$ cat src/rtl/tpu_pkg.sv
// Shared constants and types for the 4x4 output-stationary systolic array and its sequencer.
package tpu_pkg;

  localparam int unsigned N            = 4;
  localparam int unsigned DATA_SIZE    = 8;
  localparam int unsigned ACC_W        = 2 * DATA_SIZE;
  localparam int unsigned DRAIN_CYCLES = 2 * N + 1;

  typedef enum logic [1:0] {
    IDLE,
    FEED,
    DRAIN,
    WRITE
  } ctrl_state_t;

endpackage

$ cat src/rtl/systolic_ctrl_skew.sv
// One lane of the diagonal input skew: a DEPTH-stage register delay line with synchronous clear.
module skew_line #(
  parameter int unsigned DEPTH = 1,
  parameter int unsigned WIDTH = 8
) (
  input  logic             clk,
  input  logic             clr_i,
  input  logic [WIDTH-1:0] d_i,
  output logic [WIDTH-1:0] q_o
);

  logic [DEPTH-1:0][WIDTH-1:0] pipe_q;

  // NOTE: every stage is cleared, not just the head, so a reset mid-tile cannot leak stale operands into the array.
  always_ff @(posedge clk) begin
    if (clr_i) pipe_q[0] <= '0;
    else       pipe_q[0] <= d_i;
  end

  for (genvar s = 1; s < DEPTH; s++) begin : g_stage
    always_ff @(posedge clk) begin
      if (clr_i) pipe_q[s] <= '0;
      else       pipe_q[s] <= pipe_q[s-1];
    end
  end

  assign q_o = pipe_q[DEPTH-1];

endmodule

$ cat src/rtl/systolic_ctrl.sv
// Tile sequencer: reads K operand columns/rows, skews them into the array, drains the
// wavefront, then returns the 16 accumulators as four row beats on a valid/ready port.
module systolic_ctrl
  import tpu_pkg::*;
#(
  parameter int unsigned ADDR_W = 8
) (
  input  logic                   clk,
  input  logic                   rst,
  input  logic                   start,
  input  logic [ADDR_W:0]        k_len,
  output logic                   busy,
  output logic                   done,
  output logic                   op_ren,
  output logic [ADDR_W-1:0]      op_addr,
  input  logic [N*DATA_SIZE-1:0] a_rdata,
  input  logic [N*DATA_SIZE-1:0] b_rdata,
  output logic                   arr_clr,
  output logic [N*DATA_SIZE-1:0] arr_a,
  output logic [N*DATA_SIZE-1:0] arr_b,
  input  logic [N*N*ACC_W-1:0]   arr_c,
  output logic                   out_valid,
  input  logic                   out_ready,
  output logic [1:0]             out_row,
  output logic [N*ACC_W-1:0]     out_data
);

  localparam logic [ADDR_W:0] K_MAX      = {1'b1, {ADDR_W{1'b0}}};
  localparam logic [ADDR_W:0] DRAIN_LAST = (ADDR_W + 1)'(DRAIN_CYCLES - 1);

  ctrl_state_t                 state_q, state_d;
  logic [ADDR_W:0]             k_q, k_d, cnt_q, cnt_d, k_eff;
  logic [1:0]                  row_q, row_d;
  logic                        zero_q, zero_d, rd_valid_q;
  logic                        busy_d, done_d, op_ren_d, arr_clr_d, out_valid_d;
  logic [ADDR_W-1:0]           op_addr_d;
  logic [1:0]                  out_row_d;
  logic [N*ACC_W-1:0]          out_data_d;
  logic [N-1:0][N*ACC_W-1:0]   arr_rows;
  logic [N-1:0][DATA_SIZE-1:0] a_lane_in, b_lane_in, a_lane_out, b_lane_out;

  assign k_eff     = (k_len > K_MAX) ? K_MAX : k_len;
  assign arr_rows  = arr_c;
  // SRAM data lines are don't-care outside a read, so gate them to keep idle lanes at zero.
  assign a_lane_in = rd_valid_q ? a_rdata : '0;
  assign b_lane_in = rd_valid_q ? b_rdata : '0;
  assign arr_a     = a_lane_out;
  assign arr_b     = b_lane_out;

  for (genvar i = 0; i < N; i++) begin : g_lane
    skew_line #(.DEPTH(i + 1), .WIDTH(DATA_SIZE)) u_skew_a (
      .clk(clk), .clr_i(rst), .d_i(a_lane_in[i]), .q_o(a_lane_out[i])
    );
    skew_line #(.DEPTH(i + 1), .WIDTH(DATA_SIZE)) u_skew_b (
      .clk(clk), .clr_i(rst), .d_i(b_lane_in[i]), .q_o(b_lane_out[i])
    );
  end

  // NOTE: every variable gets a default before the case so no path can infer a latch.
  always_comb begin
    state_d = state_q;
    k_d     = k_q;
    cnt_d   = cnt_q;
    row_d   = row_q;
    zero_d  = zero_q;
    done_d  = 1'b0;
    unique case (state_q)
      IDLE: if (start) begin
        k_d     = k_eff;
        cnt_d   = '0;
        row_d   = '0;
        zero_d  = (k_eff == '0);
        state_d = (k_eff == '0) ? WRITE : FEED;
      end
      FEED: if (cnt_q == k_q - 1'b1) begin
        state_d = DRAIN;
        cnt_d   = '0;
      end else begin
        cnt_d = cnt_q + 1'b1;
      end
      DRAIN: if (cnt_q == DRAIN_LAST) begin
        state_d = WRITE;
        row_d   = '0;
      end else begin
        cnt_d = cnt_q + 1'b1;
      end
      WRITE: if (out_valid && out_ready) begin
        if (row_q == 2'd3) begin
          state_d = IDLE;
          done_d  = 1'b1;
        end else begin
          row_d = row_q + 2'd1;
        end
      end
      default: state_d = IDLE;
    endcase

    // Outputs are decoded from the next state so they leave the block registered.
    busy_d      = (state_d != IDLE);
    op_ren_d    = (state_d == FEED);
    op_addr_d   = (state_d == FEED) ? cnt_d[ADDR_W-1:0] : '0;
    arr_clr_d   = (state_d == IDLE);
    out_valid_d = (state_d == WRITE);
    out_row_d   = (state_d == WRITE) ? row_d : '0;
    out_data_d  = (state_d == WRITE && !zero_d) ? arr_rows[row_d] : '0;
  end

  always_ff @(posedge clk) begin
    if (rst) begin
      state_q    <= IDLE;
      k_q        <= '0;
      cnt_q      <= '0;
      row_q      <= '0;
      zero_q     <= 1'b0;
      rd_valid_q <= 1'b0;
      busy       <= 1'b0;
      done       <= 1'b0;
      op_ren     <= 1'b0;
      op_addr    <= '0;
      arr_clr    <= 1'b1;
      out_valid  <= 1'b0;
      out_row    <= '0;
      out_data   <= '0;
    end else begin
      state_q    <= state_d;
      k_q        <= k_d;
      cnt_q      <= cnt_d;
      row_q      <= row_d;
      zero_q     <= zero_d;
      rd_valid_q <= op_ren;
      busy       <= busy_d;
      done       <= done_d;
      op_ren     <= op_ren_d;
      op_addr    <= op_addr_d;
      arr_clr    <= arr_clr_d;
      out_valid  <= out_valid_d;
      out_row    <= out_row_d;
      out_data   <= out_data_d;
    end
  end

endmodule

$ cat config.mk
export PLATFORM = sky130hd
export DESIGN_NAME = systolic_ctrl
export DESIGN_NICKNAME = d
export VERILOG_FILES = /design/src/rtl/tpu_pkg.sv /design/src/rtl/systolic_ctrl_skew.sv /design/src/rtl/systolic_ctrl.sv
export SDC_FILE = /design/constraint.sdc
export NUM_CORES = 1
export LEC_CHECK = 0
export ABC_AREA = 1
export CAP_MARGIN = 20
export CORE_AREA = 3 3 186 188
export CTS_CLUSTER_SIZE = 40
export DETAILED_ROUTE_END_ITERATION = 8
export DIE_AREA = 0 0 189 191
export PLACE_DENSITY = 0.69
export SLEW_MARGIN = 20
export SYNTH_ARGS = -nofsm -noshare
export SYNTH_HDL_FRONTEND = slang
export SYNTH_HIERARCHICAL = 1
export SYNTH_SLANG_ARGS = --single-unit
$ cat constraint.sdc
create_clock -name clk -period 2.46 [get_ports clk]
set_input_delay 0.492 -clock clk [delete_from_list [all_inputs] [get_ports clk]]
set_output_delay 0.492 -clock clk [all_outputs]
set_load 0.01 [all_outputs]
==> results of run 1 <==
-- power by group --
part / leakage (nW) / internal, mW / switching, mW
registers: 2.12 / 4.31 / 0.0269
clock network: 0.509 / 2.89 / 1.78
logic: 5.87 / 0.669 / 0.452
total: 8.50 / 7.87 / 2.26
-- final timing paths --
path | from | to | slack [ps] | cells past startpoint
setup / recovery | k_q[0] | out_data[59] | 180 | 12
hold / removal | rst | zero_q | 240 | 2
hold reg to reg | g_lane[3].u_skew_a/pipe_q[12] | g_lane[3].u_skew_a/pipe_q[20] | 400 | 2
setup reg to reg | k_q[0] | out_data[59] | 180 | 12
-- area by class of cell --
| class | count | area, um^2 | area share |
|---|---|---|---|
| repair buffers | 520 | 5273 | 0.2907 |
| inverters | 489 | 1838 | 0.1013 |
| flip-flops and latches | 263 | 5266 | 0.2904 |
| clock inverters | 18 | 260.3 | 0.01435 |
| multi-input cells | 899 | 4138 | 0.2281 |
| clock buffers | 35 | 778.2 | 0.04291 |
| well taps | 448 | 560.5 | 0.03091 |
| diodes | 9 | 22.52 | 0.001242 |
-- what timing repair did --
item | in CTS | in global routing
resized for setup | 0 | 4
buffers inserted | 0 | 0
endpoints found under the setup margin | 0 | 55
hold endpoints to repair | 0 | 0
-- Yosys cell counts, types with 10 or more instances --
cell type	number
nor2_2	73
nor2_1	206
clkbuf_1	26
inv_1	477
nand3_1	21
buf_2	10
o21ai_0	22
o211ai_1	65
buf_4	60
buf_6	21
nand2_1	414
a21oi_1	11
dfxtp_1	263
o21ai_1	51
-- critical path: cells and delay by family, from the launching register on --
family,cells,cell delay [ps]
simple gates,8,1020
buf+inv,2,390
flops,1,330
fa+ha+maj,1,330
xor+xnor,1,140
-- flip-flops by register name, summed over array words and instances (netlist names) --
register                count
out_valid                   1
op_addr                     8
g_lane.u_skew_a/q_o        32
cnt_q                       9
out_row                     2
g_lane.u_skew_a/pipe_q     48
rd_valid_q                  1
k_q                         9
g_lane.u_skew_b/q_o        32
row_q                       2
arr_clr                     1
zero_q                      1
state_q                     2
busy                        1
done                        1
out_data                   64
op_ren                      1
g_lane.u_skew_b/pipe_q     48
-- cell families after synthesis --
logic type,Yosys count,share of synthesized area
DFF,263,0.4352
AOI/OAI and AO/OA,153,0.07881
buffers and inverters,610,0.2238
xor gates and xnor gates,7,0.005068
adders and majority gates,3,0.003103
and+or+nand+nor,736,0.2540
-- cells in the final DEF (no fill, tap or decap), types with 9 or more instances in the layout --
master,n
buf_4,31
a21oi_1,11
inv_1,477
o21ai_1,51
o211ai_1,65
diode_2,9
nand2_1,413
o21ai_0,22
nor2_1,206
clkdlybuf4s50_1,474
dfxtp_1,262
clkbuf_16,30
nor2_2,73
nand3_1,21
buf_12,11
-- per-layer routing --
metal  wire length [um]  part of all wire
met2              19960              0.50
met4               1185             0.030
met1              15770              0.39
met3               3154             0.079
met5                 20           0.00050
-- stage by stage --
stage	hold slack (ps)	power (mW)	setup TNS (ps)	util
floorplan	388.3	4.876	0	-
global placement	388.8	5.547	-584.3	0.5118
detailed placement	391.6	5.554	-935.9	0.5118
CTS	207.7	10.27	0	0.5430
global route	220.4	10.57	0	0.5449
finish	244.4	10.13	0	0.5449
==> reports/metrics.cfg, run 1 <==
[outcome]
status = finished clean

[final_layout]
final_nets = 2538
drive_gt1_frac = 0.08633
final_area_mm2 = 0.01814
fillers = 3174
finalNonFillerCells = 2681
area_growth_syn_to_layout_pct = 49.91

[yosys]
ys.flop_type = dfxtp_1
synth.avg_cell_area_um2 = 6.827
seq_area_frac_synth = 0.4352
syn_nets = 2108
synth_top_area_cell = dfxtp_1
synth_edf_count = 0
synthesis.area_mm2 = 0.01210
postSynth.asyncResetShare = 0
netlist_instances = 1772
yosysTopAreaCellShare = 0.4352
synth-warning-count = 6
synth.distinct_cells = 37
ys_seq_elements = 263
synth_area_leaders = dfxtp_1 (44%), inv_1 (15%), nand2_1 (13%)

[clock_tree]
cts_buffers = 29
clk_latency_ps = 540
holdBufCountCts = 0
cts_num_sinks = 263
htree_levels = 1
clockBufferDepth = 3
cts-root-buf = clkbuf_16
cts_tree = yes
clk_pin_slew_ps = 60

[global_routing]
grt.busiest_layer = met2
use_met2 = 0.3740
grt_pass1_vias = 10770
grtUsageTotal = 0.2107
antenna_found_initial = 10
grt_use_met1 = 0.2468
met3_usage = 0.05520
overflow = 0
grt_max_degree = 124
grt_first_pass_wirelength_um = 59890

[floorplan]
row_count = 67
die_w_um = 189
dieArea_mm2 = 0.03610
dieHeight_um = 191
ios = 476
core_area_mm2 = 0.03328
start_util = 0.3635

[timing]
fmax_mhz = 438.2
layout_setup_ws_ps = 178.1
rsz0062_at_grt = no
skew_ps = 17.52
finalSetupViolCount = 0
period_share = 0.9276
fin_crit_ps = 2282
slew_violations = 0
worstMarginPinSlew_ps = 552.2
finalHoldViolCount = 0
relSlewSlack = 0.6319

[place]
post-place-ws_ps = -134.8
dp_hpwl_um = 31490
port_buffers = 475
postPlaceCellArea_mm2 = 0.01703
gp_congestion = 0.9502
dp.cells = 2618

[worst_setup_path]
start_kind = flip-flop
crit_slowest_cell = dfxtp_1
critPathMaxStageDelay_ps = 330
required_ps = 2930
crit_fanout = 20
crit_chain = inv_1 -> ha_2 -> xor2_1 -> nand2_1 -> nor2_1 -> nand2_1 -> nor2_2 -> nand4_2 -> nand2_2 -> nand4_4 -> clkbuf_16 -> nor2_1
crit_path_end_kind = flip-flop
setup.worst_path.class = flip-flop to flip-flop
crit_arrival_ps = 2750

[run]
max_cap_violations = 0

[detailed_routing]
num_vias = 11390
drtPass1Iterations = 5
post_drt_wl_per_cell_um = 14.96
drc = 0
drt.antenna.violating_nets = 0
drtIter0Drc = 457
routed_wl_um = 40100
avgViaCountPerCell = 4.248

[pwr]
p_leak_nw = 8.501
power_density_mw_per_mm2 = 558.8
peakVddDrop_v = 0.0003333

[worst_hold_path]
hold_class = primary input to flip-flop

Note: power is estimated with default switching activity, not from simulation.
==> inputs of run 2 (changes only) <==
--- a/config.mk
+++ b/config.mk
@@ -7,12 +7,12 @@
 export LEC_CHECK = 0
 export ABC_AREA = 1
 export CAP_MARGIN = 20
-export CORE_AREA = 3 3 186 188
+export CORE_AREA = 2 2 183 185
+export CTS_BUF_LIST = sky130_fd_sc_hd__clkbuf_4
 export CTS_CLUSTER_SIZE = 40
 export DETAILED_ROUTE_END_ITERATION = 8
-export DIE_AREA = 0 0 189 191
-export PLACE_DENSITY = 0.69
-export SLEW_MARGIN = 20
+export DIE_AREA = 0 0 185 187
+export PLACE_DENSITY = 0.7
 export SYNTH_ARGS = -nofsm -noshare
 export SYNTH_HDL_FRONTEND = slang
 export SYNTH_HIERARCHICAL = 1
==> run 2 against run 1 <==
Compared with the run above:
- sequential power barely moved
- sequential share of layout area rose by 0.40 points
- clock-buffer cell count rose by 65
- wire length fell by 3.5%
- first-iteration DRC count fell by 4.8%
- clock skew rose by 43 ps
- final area fell by 1.4%
- critical endpoint is now out_data[32]
- largest cell class is now registers
==> reports/metrics.cfg, run 2 (synthesis results as in run 1) <==
[outcome]
status = finished clean

[timing]
skew_ps = 60.09  ; +42.57 ps
slew_violations = 0  ; unchanged
worstMarginPinSlew_ps = 717.7  ; +165.5 ps
setup-tns-final_ps = 0  ; unchanged
finalSetupViolCount = 0  ; unchanged
fmax_mhz = 438.9  ; +0.15%
relSlewSlack = 0.5215  ; -0.1103
period_share = 0.9262  ; -0.001378
fin_crit_ps = 2278  ; -3.389 ps
rsz0062_at_grt = no
finalHoldViolCount = 0  ; unchanged

[final_layout]
largest_reg_flops = 64  ; unchanged
layout_common_cells = inv_1 (476), clkdlybuf4s50_1 (474), nand2_1 (412)
layout_commonest_cell = inv_1
seq_area_mm2 = 0.005266  ; unchanged
finalNonFillerCells = 2736  ; +2.1%
top_register = out_data
multi_input_area_mm2 = 0.004145  ; +0.18%
top_regs = out_data x64, g_lane.u_skew_a/pipe_q x48, g_lane.u_skew_b/pipe_q x48
fin_util = 0.5444  ; -0.0005500
final_nets = 2567  ; +1.1%
final_area_mm2 = 0.01789  ; -1.4%
area_growth_syn_to_layout_pct = 47.87
drive_gt1_frac = 0.1032  ; +0.01688
fillers = 3197  ; +0.72%

[place]
postPlaceCellArea_mm2 = 0.01687  ; -0.93%
dp.cells = 2599  ; -0.73%
gp_congestion = 0.9165  ; -3.5%
dp_hpwl_um = 30050  ; -4.6%
port_buffers = 475  ; unchanged

[worst_setup_path]
crit_fanout = 38  ; +90%
reg2reg_depth = 13  ; +1
crit_arrival_ps = 2830  ; +80 ps
setup.worst_path.class = flip-flop to flip-flop
start_kind = flip-flop
reg2reg_slack_ps = 180  ; about the same
required_ps = 3010  ; +80 ps
crit_path_end_kind = flip-flop

[detailed_routing]
drt.antenna.violating_nets = 0  ; unchanged
num_vias = 11390  ; -0.026%
drtPass1Iterations = 5  ; unchanged
avgViaCountPerCell = 4.161  ; -2.0%
drc = 0  ; unchanged
routed_wl_um = 38710  ; -3.5%
drtIter0Drc = 435  ; -4.8%
post_drt_wl_per_cell_um = 14.15  ; -5.4%

[clock_tree]
cts-root-buf = clkbuf_4
clk_pin_slew_ps = 70  ; about the same
clockBufferDepth = 3  ; unchanged
cts_buffers = 72  ; +150%
cts_tree = yes
cts_num_sinks = 263  ; unchanged
clk_latency_ps = 690  ; +150 ps
htree_levels = 3  ; +2

[run]
max_cap_violations = 0  ; unchanged

[worst_hold_path]
hold_class = flip-flop to flip-flop
hold_depth = 2  ; unchanged

[floorplan]
ios = 476  ; unchanged
row_count = 67  ; unchanged
die_w_um = 185  ; -2.1%
dieHeight_um = 187  ; -2.1%
dieArea_mm2 = 0.03460  ; -4.2%
core_area_mm2 = 0.03286  ; -1.3%
start_util = 0.3681  ; +0.004637

[pwr]
peakVddDrop_v = 0.0001922  ; -42%
power_density_mw_per_mm2 = 513.0  ; -8.2%
p_leak_nw = 8.455  ; -0.55%

[global_routing]
grt_max_degree = 169  ; +36%
grt_first_pass_wirelength_um = 57640  ; -3.8%
overflow = 0  ; unchanged
grt_pass1_vias = 10930  ; +1.5%
grtUsageTotal = 0.2179  ; +0.007187
antenna_found_initial = 10  ; unchanged

## run 2: final cells by class
type,instances,area share
antenna,11,0.001539
clock buffer,100,0.04196
clock inverter,20,0.006155
inverter,489,0.1029
multi-input combinational,899,0.2317
sequential,263,0.2944
tap,448,0.03133
timing repair buffer,506,0.2900
## run 2: where the power goes
part           total, mW  internal, mW  leakage (nW)  switching [mW]
clock network       3.74          1.97         0.511            1.76
logic               1.09         0.664          5.82           0.430
registers           4.35          4.31          2.12          0.0329
total               9.18          6.95          8.45            2.23
## run 2: what timing repair did
item	in CTS	in global routing
hold buffers	1	0
hold endpoints to repair	1	0
gates resized for setup	0	9
endpoints found under the setup margin	0	55
setup buffers	0	2
## run 2: metal layers
layer,GRT usage,up-vias,share of wire
met5,0,-,0
met4,0.1126,0,0.043
met3,0.08742,91,0.096
met2,0.3784,407,0.49
met1,0.2244,4886,0.38
li1,-,6001,-
## run 2: stage by stage
step           setup WS (ps)  hold WS, ps  total power [mW]
3_5_place_dp          -175.0        392.4             5.532
3_3_place_gp          -172.9        388.6             5.527
2_1_floorplan          540.6        388.3             4.876
6_report               181.5        364.6             9.177
5_1_grt                5.748        336.9             9.696
4_1_cts                73.85        314.6             9.344
## run 2: worst paths after layout
check                               startpoint                        end
hold reg to reg   g_lane[2].u_skew_a/pipe_q[8]  g_lane[2].u_skew_a/q_o[0]
setup / recovery                      cnt_q[1]               out_data[32]
hold / removal    g_lane[2].u_skew_a/pipe_q[8]  g_lane[2].u_skew_a/q_o[0]
setup reg to reg                      cnt_q[1]               out_data[32]
## run 2: critical path: stages (launching register included)
cell and delay, ps:
dfxtp_1 350, inv_1 110, ha_1 150, nand2_1 60
nor3_2 120, nand3_2 160, nand3_2 120, nand3_4 110
buf_4 200, buf_12 170, o211ai_1 370, nand2_1 90
inv_1 80, nor2_2 40
